**src/rtl/atm_txn_scheduler.sv**
```systemverilog
`default_nettype none
// +---------------------------------------------------------------------------+
// | atm_txn_scheduler: round-robin arbiter running atomic balance transactions |
// | Revision: 1.0                                                             |
// +---------------------------------------------------------------------------+
module atm_txn_scheduler #(
  parameter int N_TERM = 4,
  parameter int N_ACC  = 10,
  parameter int BAL_W  = 16,
  parameter int AMT_W  = 11
) (
  input  logic                      clk,
  input  logic                      rst_n,
  input  logic [N_TERM-1:0]         req,
  input  logic [2*N_TERM-1:0]       op,
  input  logic [4*N_TERM-1:0]       src_idx,
  input  logic [4*N_TERM-1:0]       dst_idx,
  input  logic [AMT_W*N_TERM-1:0]   amount,
  output logic [N_TERM-1:0]         gnt,
  output logic                      done,
  output logic                      err,
  output logic [BAL_W-1:0]          resp_bal,
  output logic [3:0]                mem_addr,
  output logic                      mem_rd_en,
  input  logic [BAL_W-1:0]          mem_rdata,
  output logic                      mem_wr_en,
  output logic [BAL_W-1:0]          mem_wdata
);

  localparam int c_ptr_w = (N_TERM > 1) ? $clog2(N_TERM) : 1;
  localparam logic [4:0] c_acc_lim = 5'(N_ACC);
  localparam logic [1:0] c_op_bal = 2'd0;
  localparam logic [1:0] c_op_wd  = 2'd1;
  localparam logic [1:0] c_op_dep = 2'd2;
  localparam logic [1:0] c_op_xfr = 2'd3;

  typedef enum logic [3:0] {
    S_IDLE    = 4'd0,
    S_RD_SRC  = 4'd1,
    S_LAT_SRC = 4'd2,
    S_RD_DST  = 4'd3,
    S_LAT_DST = 4'd4,
    S_EXEC    = 4'd5,
    S_WR_SRC  = 4'd6,
    S_WR_DST  = 4'd7,
    S_RESP    = 4'd8
  } state_t;

  state_t               r_state;
  logic [c_ptr_w-1:0]   r_ptr;
  logic [N_TERM-1:0]    r_gnt;
  logic                 r_done, r_err, r_rd_en, r_wr_en;
  logic [BAL_W-1:0]     r_resp_bal, r_wdata, r_src_bal, r_dst_bal;
  logic [3:0]           r_addr, r_src, r_dst;
  logic [1:0]           r_op;
  logic [AMT_W-1:0]     r_amt;

  logic [1:0]           w_op  [N_TERM];
  logic [3:0]           w_src [N_TERM];
  logic [3:0]           w_dst [N_TERM];
  logic [AMT_W-1:0]     w_amt [N_TERM];

  generate
    for (genvar t = 0; t < N_TERM; t++) begin : g_unpack
      assign w_op[t]  = op[2*t +: 2];
      assign w_src[t] = src_idx[4*t +: 4];
      assign w_dst[t] = dst_idx[4*t +: 4];
      assign w_amt[t] = amount[AMT_W*t +: AMT_W];
    end
  endgenerate

  // First requester at or after the pointer, wrapping.
  logic                 w_any;
  logic [c_ptr_w-1:0]   w_sel, w_cand, w_next_ptr;
  always_comb begin
    int idx;
    w_any  = 1'b0;
    w_sel  = '0;
    w_cand = '0;
    idx    = 0;
    for (int k = 0; k < N_TERM; k++) begin
      idx = int'(r_ptr) + k;
      if (idx >= N_TERM) idx = idx - N_TERM;
      w_cand = c_ptr_w'(idx);
      if (!w_any && req[w_cand]) begin
        w_any = 1'b1;
        w_sel = w_cand;
      end
    end
  end
  assign w_next_ptr = (w_sel == c_ptr_w'(N_TERM-1)) ? '0 : w_sel + 1'b1;

  logic [BAL_W:0]   w_amt_ext, w_src_sum, w_dst_sum;
  logic [BAL_W-1:0] w_src_new;
  logic             w_err;
  assign w_amt_ext = {{(BAL_W+1-AMT_W){1'b0}}, r_amt};
  assign w_src_sum = {1'b0, r_src_bal} + w_amt_ext;
  assign w_dst_sum = {1'b0, r_dst_bal} + w_amt_ext;
  assign w_src_new = (r_op == c_op_dep) ? w_src_sum[BAL_W-1:0]
                                        : r_src_bal - w_amt_ext[BAL_W-1:0];
  assign w_err = ({1'b0, r_src} >= c_acc_lim)
              || ((r_op == c_op_xfr) && (({1'b0, r_dst} >= c_acc_lim) || (r_dst == r_src)))
              || (((r_op == c_op_wd) || (r_op == c_op_xfr)) && (w_amt_ext > {1'b0, r_src_bal}))
              || ((r_op == c_op_dep) && w_src_sum[BAL_W])
              || ((r_op == c_op_xfr) && w_dst_sum[BAL_W]);

  always_ff @(posedge clk or negedge rst_n) begin
    if (!rst_n) begin
      r_state    <= S_IDLE;
      r_ptr      <= '0;
      r_gnt      <= '0;
      r_done     <= 1'b0;
      r_err      <= 1'b0;
      r_rd_en    <= 1'b0;
      r_wr_en    <= 1'b0;
      r_resp_bal <= '0;
      r_addr     <= '0;
      r_wdata    <= '0;
      r_src_bal  <= '0;
      r_dst_bal  <= '0;
      r_src      <= '0;
      r_dst      <= '0;
      r_op       <= '0;
      r_amt      <= '0;
    end else begin
      case (r_state)
        S_IDLE: begin
          if (w_any) begin
            r_gnt   <= {{(N_TERM-1){1'b0}}, 1'b1} << w_sel;
            r_ptr   <= w_next_ptr;
            r_op    <= w_op[w_sel];
            r_src   <= w_src[w_sel];
            r_dst   <= w_dst[w_sel];
            r_amt   <= w_amt[w_sel];
            r_rd_en <= 1'b1;
            r_addr  <= w_src[w_sel];
            r_state <= S_RD_SRC;
          end
        end
        S_RD_SRC: begin
          r_rd_en <= 1'b0;
          r_state <= S_LAT_SRC;
        end
        S_LAT_SRC: begin
          r_src_bal <= mem_rdata;
          if (r_op == c_op_xfr) begin
            r_rd_en <= 1'b1;
            r_addr  <= r_dst;
            r_state <= S_RD_DST;
          end else begin
            r_state <= S_EXEC;
          end
        end
        S_RD_DST: begin
          r_rd_en <= 1'b0;
          r_state <= S_LAT_DST;
        end
        S_LAT_DST: begin
          r_dst_bal <= mem_rdata;
          r_state   <= S_EXEC;
        end
        S_EXEC: begin
          if (w_err || (r_op == c_op_bal)) begin
            r_done     <= 1'b1;
            r_err      <= w_err;
            r_resp_bal <= r_src_bal;
            r_state    <= S_RESP;
          end else begin
            r_wr_en <= 1'b1;
            r_addr  <= r_src;
            r_wdata <= w_src_new;
            r_state <= S_WR_SRC;
          end
        end
        S_WR_SRC: begin
          if (r_op == c_op_xfr) begin
            r_addr  <= r_dst;
            r_wdata <= w_dst_sum[BAL_W-1:0];
            r_state <= S_WR_DST;
          end else begin
            r_wr_en    <= 1'b0;
            r_done     <= 1'b1;
            r_err      <= 1'b0;
            r_resp_bal <= w_src_new;
            r_state    <= S_RESP;
          end
        end
        S_WR_DST: begin
          r_wr_en    <= 1'b0;
          r_done     <= 1'b1;
          r_err      <= 1'b0;
          r_resp_bal <= w_src_new;
          r_state    <= S_RESP;
        end
        S_RESP: begin
          r_done  <= 1'b0;
          r_err   <= 1'b0;
          r_gnt   <= '0;
          r_state <= S_IDLE;
        end
        default: r_state <= S_IDLE;
      endcase
    end
  end

  assign gnt       = r_gnt;
  assign done      = r_done;
  assign err       = r_err;
  assign resp_bal  = r_resp_bal;
  assign mem_addr  = r_addr;
  assign mem_rd_en = r_rd_en;
  assign mem_wr_en = r_wr_en;
  assign mem_wdata = r_wdata;

endmodule
`default_nettype wire
```
**config.mk**
```make
export PLATFORM = sky130hd
export DESIGN_NAME = atm_txn_scheduler
export DESIGN_NICKNAME = d
export VERILOG_FILES = /design/src/rtl/atm_txn_scheduler.sv
export SDC_FILE = /design/constraint.sdc
export NUM_CORES = 1
export LEC_CHECK = 0
export CAP_MARGIN = 40
export CORE_MARGIN = 4
export CORE_UTILIZATION = 25
export CTS_CLUSTER_DIAMETER = 200
export DETAILED_ROUTE_END_ITERATION = 6
export GPL_ROUTABILITY_DRIVEN = 0
export PLACE_DENSITY = 0.49
export SLEW_MARGIN = 20
export SYNTH_ARGS = -nofsm -noshare
export SYNTH_HDL_FRONTEND = slang
export SYNTH_SLANG_ARGS = --single-unit
```
**constraint.sdc**
```tcl
create_clock -name clk -period 3.8 [get_ports clk]
set_clock_uncertainty 0.1 [all_clocks]
set_input_delay 0.95 -clock clk [delete_from_list [all_inputs] [get_ports clk]]
set_output_delay 0.95 -clock clk [all_outputs]
set_load 0.01 [all_outputs]
```
==> results summary <==
The pin count of the biggest net entering global routing came out at 56. The final setup violation count came out at 0. The clock passes through at most 2 buffers.

The number of flops mapped to enable cells by yosys is 0. The total negative setup slack is 0 ns. Along the worst hold path, the cell count comes to 1. The first TritonRoute pass finished after 5 iterations.

The post-synthesis area per instance is 8.78 um2. The worst-case IR drop observed on VDD is 0.000294 V. The final layout net count came out at about 1,100. The post-CTS setup repair buffer count is 0.

The flow ran to the end, and the final reports show no timing, DRC or antenna violations. The cell-internal power came out at roughly 4800 uW. TritonCTS created 9 clock buffers. In this run the critical register-to-register path is captured at mem_addr[2]$_DFFE_PN0P_.

The arrival time of the worst setup path came out at 3.56 ns. For this run, the number of Yosys warnings is 0. The first global-routing pass estimated 37,600 um of wire. The average wire per standard cell is 17.7 um. The power density of the placed cells came out at about 940 nW/um2. By count the netlist is led by 169 x sky130_fd_sc_hd__nand2_1, 103 x sky130_fd_sc_hd__dfrtp_1, 59 x sky130_fd_sc_hd__o21ai_0.

The floorplan has between 60 and 70 rows. The net switching power is 4240 uW. The ratio of routed vias to standard cells is between 4 and 5.

The count of maximum capacitance violations is 0. In this run, distinct cell masters in the synthesized netlist total 76. The share of total power in the clock network came out at 10.0%. The total nets after synthesis is 990. The area growth from synthesis to layout is 29.9%.

Registers are responsible for approximately a quarter of the overall power. The count of port buffers added during placement is 149. The maximum frequency from static timing analysis came out at 293 MHz. The overall fraction of global-route tracks in use is between 10% and 20%.

The number of non-filler instances in the completed layout came out at ~1,400. The final period demand of the worst path is 3.42 ns. The total routed wirelength is approximately 24,000 um. The required time of the worst setup path came out at 3.94 ns. The final-layout worst hold slack is 0.406 ns. In this run the worst path has a maximum fanout of 8. Among all flip-flop cells after synthesis, the most frequent one is sky130_fd_sc_hd__dfrtp_1. After clock tree synthesis, the clock-pin slew on the worst setup and hold paths is roughly 0.07 ns. In this run the critical register-to-register path is launched from r_amt[1]$_DFFE_PN0P_. The count of nets left with antenna violations once routing finished came out at 0. The via count of the first global-routing pass came out at 6,476. The vias after detailed routing is around 6,600. The depth of the worst register-to-register path came out at 9. Of all cell types, the one taking the most synthesized area is sky130_fd_sc_hd__dfrtp_1.

The remaining max-slew budget at the tightest pin came out at 46.9%. The register bit count reported by yosys came out at 103. The half-perimeter wire length of the detailed placement result came out at 18,900 um. For this configuration, the core starts out at a cell density of 25.6%. The max-slew violation count came out at 0. The worst setup path is launched from a flip-flop. The setup slack of the worst register-to-register path is 0.38 ns. CTS placed an instance of sky130_fd_sc_hd__clkbuf_16 at the clock tree root.

The leakage dissipation is 0.00407 uW. The CTS tree is yes. The synthesized area is 7410 um2. The CTS sink count is 103. The post-cts gate resize count is 0. The DRC violation total after the first TritonRoute iteration is approximately 360. The path type of the worst min-delay path is reg2reg. The number of ports placed on the die boundary came out at 150. The sequential cells in the finished layout cover a total of 2580 um2.

Clock latency on the worst-skew pair, taken at its later pin, is about 0.36 ns. The post-route netlist has about an eighth of its cells at a drive strength greater than 1. The number of antenna violations at the first check in global routing came out at 1. The post-synthesis cell count is 844. The number of H-tree branching levels is 3. The total core area is between 20,000 and 30,000 um2. The share of Yosys cell area claimed by the top area cell type is 34.8%. The remaining global-route overflow came out at 0.

The number of buffers inserted for hold repair after clock tree synthesis came out at 0. The final hold violation count is 0. After synthesis, the cell types taking the most area are sky130_fd_sc_hd__dfrtp_1 35%, sky130_fd_sc_hd__nand2_1 8.6%, sky130_fd_sc_hd__mux2_2 8.4%.

The critical path is of the reg2reg type. Setup repair after global routing left no endpoint under its margin. The most common cell in the synthesized netlist is sky130_fd_sc_hd__nand2_1. For this run, the register share of the synthesized area comes to a little over a third.

The horizontal die dimension is between 150 and 200 um. The number of antenna diodes in the final layout is 0. The endpoint class of the critical path is a flip-flop. The cell count after placement came out at roughly 1,300. The proportion of synthesized flip-flops having asynchronous set or reset is 100%. The number of remaining DRC errors came out at 0. The chip height came out at between 150 and 200 um. The net switching share of the total power is 47.1%. The final critical path takes up 89.9% of the cycle.

The power share of the combinational group is 64.8%. The multi-input logic area is 4490 um2. The launch point of the critical path is r_amt[1]$_DFFE_PN0P_. At the pin with the least slew margin, the transition time is 0.795 ns. The critical path ends at mem_addr[2]$_DFFE_PN0P_. The overall die area came out at 32,500 um2.

The number of inserted filler cells in the final layout came out at 3,004.
[critical path, stage by stage (launching register included)]
cell and delay, ns:
sky130_fd_sc_hd__dfrtp_1 0.47, sky130_fd_sc_hd__inv_1 0.13, sky130_fd_sc_hd__fa_1 0.44, sky130_fd_sc_hd__o21bai_1 0.31, sky130_fd_sc_hd__a2111oi_2 0.15, sky130_fd_sc_hd__or4_4 0.54, sky130_fd_sc_hd__a21oi_4 0.16, sky130_fd_sc_hd__a311oi_4 0.10
sky130_fd_sc_hd__a31oi_1 0.50, sky130_fd_sc_hd__mux2_2 0.39
[worst min-delay path by stage]
| stage | startpoint | endpoint | slack, ns |
|---|---|---|---|
| after global routing | resp_bal[15]$_DFFE_PN0P_ | resp_bal[15]$_DFFE_PN0P_ | 0.42 |
| final | mem_wdata[13]$_DFFE_PN0P_ | mem_wdata[13]$_DFFE_PN0P_ | 0.41 |
| after CTS | mem_wdata[13]$_DFFE_PN0P_ | mem_wdata[13]$_DFFE_PN0P_ | 0.42 |
| after detailed placement | gnt[3]$_DFFE_PN0P_ | gnt[3]$_DFFE_PN0P_ | 0.39 |
| after global placement | gnt[3]$_DFFE_PN0P_ | gnt[3]$_DFFE_PN0P_ | 0.39 |
| after floorplan | r_src[0]$_DFFE_PN0P_ | r_src[0]$_DFFE_PN0P_ | 0.38 |
[state kept, by name (all words and copies together) (netlist names), 2 cells and up]
register / count
r_state: 4
r_src: 4
r_src_bal: 16
r_ptr: 2
r_dst_bal: 16
r_op: 2
gnt: 4
r_amt: 11
resp_bal: 16
mem_wdata: 16
r_dst: 4
mem_addr: 4
[placed cells by master, fill, tap and decap left out, types with 8 or more instances in the layout]
cell and count:
sky130_fd_sc_hd__a31oi_1 11, sky130_fd_sc_hd__clkbuf_16 9, sky130_fd_sc_hd__nor2b_1 9, sky130_fd_sc_hd__nand2_1 169, sky130_fd_sc_hd__mux2_2 55, sky130_fd_sc_hd__o21ai_0 59
sky130_fd_sc_hd__xnor2_1 17, sky130_fd_sc_hd__inv_1 33, sky130_fd_sc_hd__a21oi_1 39, sky130_fd_sc_hd__o31ai_1 8, sky130_fd_sc_hd__ha_1 37, sky130_fd_sc_hd__mux2i_1 17
sky130_fd_sc_hd__o211ai_1 13, sky130_fd_sc_hd__dfrtp_1 103, sky130_fd_sc_hd__nand3_1 37, sky130_fd_sc_hd__nor2_1 41, sky130_fd_sc_hd__buf_4 8, sky130_fd_sc_hd__clkdlybuf4s50_1 148
sky130_fd_sc_hd__nor3_1 9
[cell families (layout without fill, tap and decap cells)]
family | Yosys count | count (layout) | share of synthesized area, %
adder cells (fa/ha/maj) | 40 | 40 | 7.06
buffers and inverters | 78 | 211 | 4.98
multiplexers | 80 | 80 | 12.2
flip-flops | 103 | 103 | 34.8
XOR/XNOR | 22 | 22 | 2.60
AND/OR/NAND/NOR | 316 | 316 | 19.4
AO/OA/AOI/OAI | 205 | 205 | 19.0
[layout make-up]
type,instances,area share [%]
Inverter,34,1.33
Clock inverter,4,0.325
Timing Repair Buffer,162,17.3
Tap cell,384,4.99
Clock buffer,11,2.63
Sequential cell,103,26.8
Multi-Input combinational cell,663,46.6
[metal layers]
metal | track usage (%) | share of wire, % | up-vias
li1 | - | - | 3273
met1 | 20.5 | 49 | 3090
met2 | 22.2 | 43 | 185
met3 | 3.49 | 6.3 | 18
met4 | 3.45 | 1.2 | 2
met5 | 0 | 0.050 | -
[power groups by stage]
stage,logic (uW),registers (uW),clock network [uW]
floorplan,4090,2110,0
global placement,5780,2290,0
detailed placement,5830,2300,0
CTS,5860,2280,934
global route,6430,2350,979
finish,5840,2270,900
[stage by stage]
step	power, uW	setup slack (ns)	area, um2	utilization, %
final	9010	0.382	9620	33.3
after global routing	9760	0.227	9620	33.3
after CTS	9070	0.364	9620	33.3
after detailed placement	8130	0.250	9340	32.3
after global placement	8070	0.278	9300	32.2
after floorplan	6200	0.605	7410	-
(Power assumes the default switching activity.)
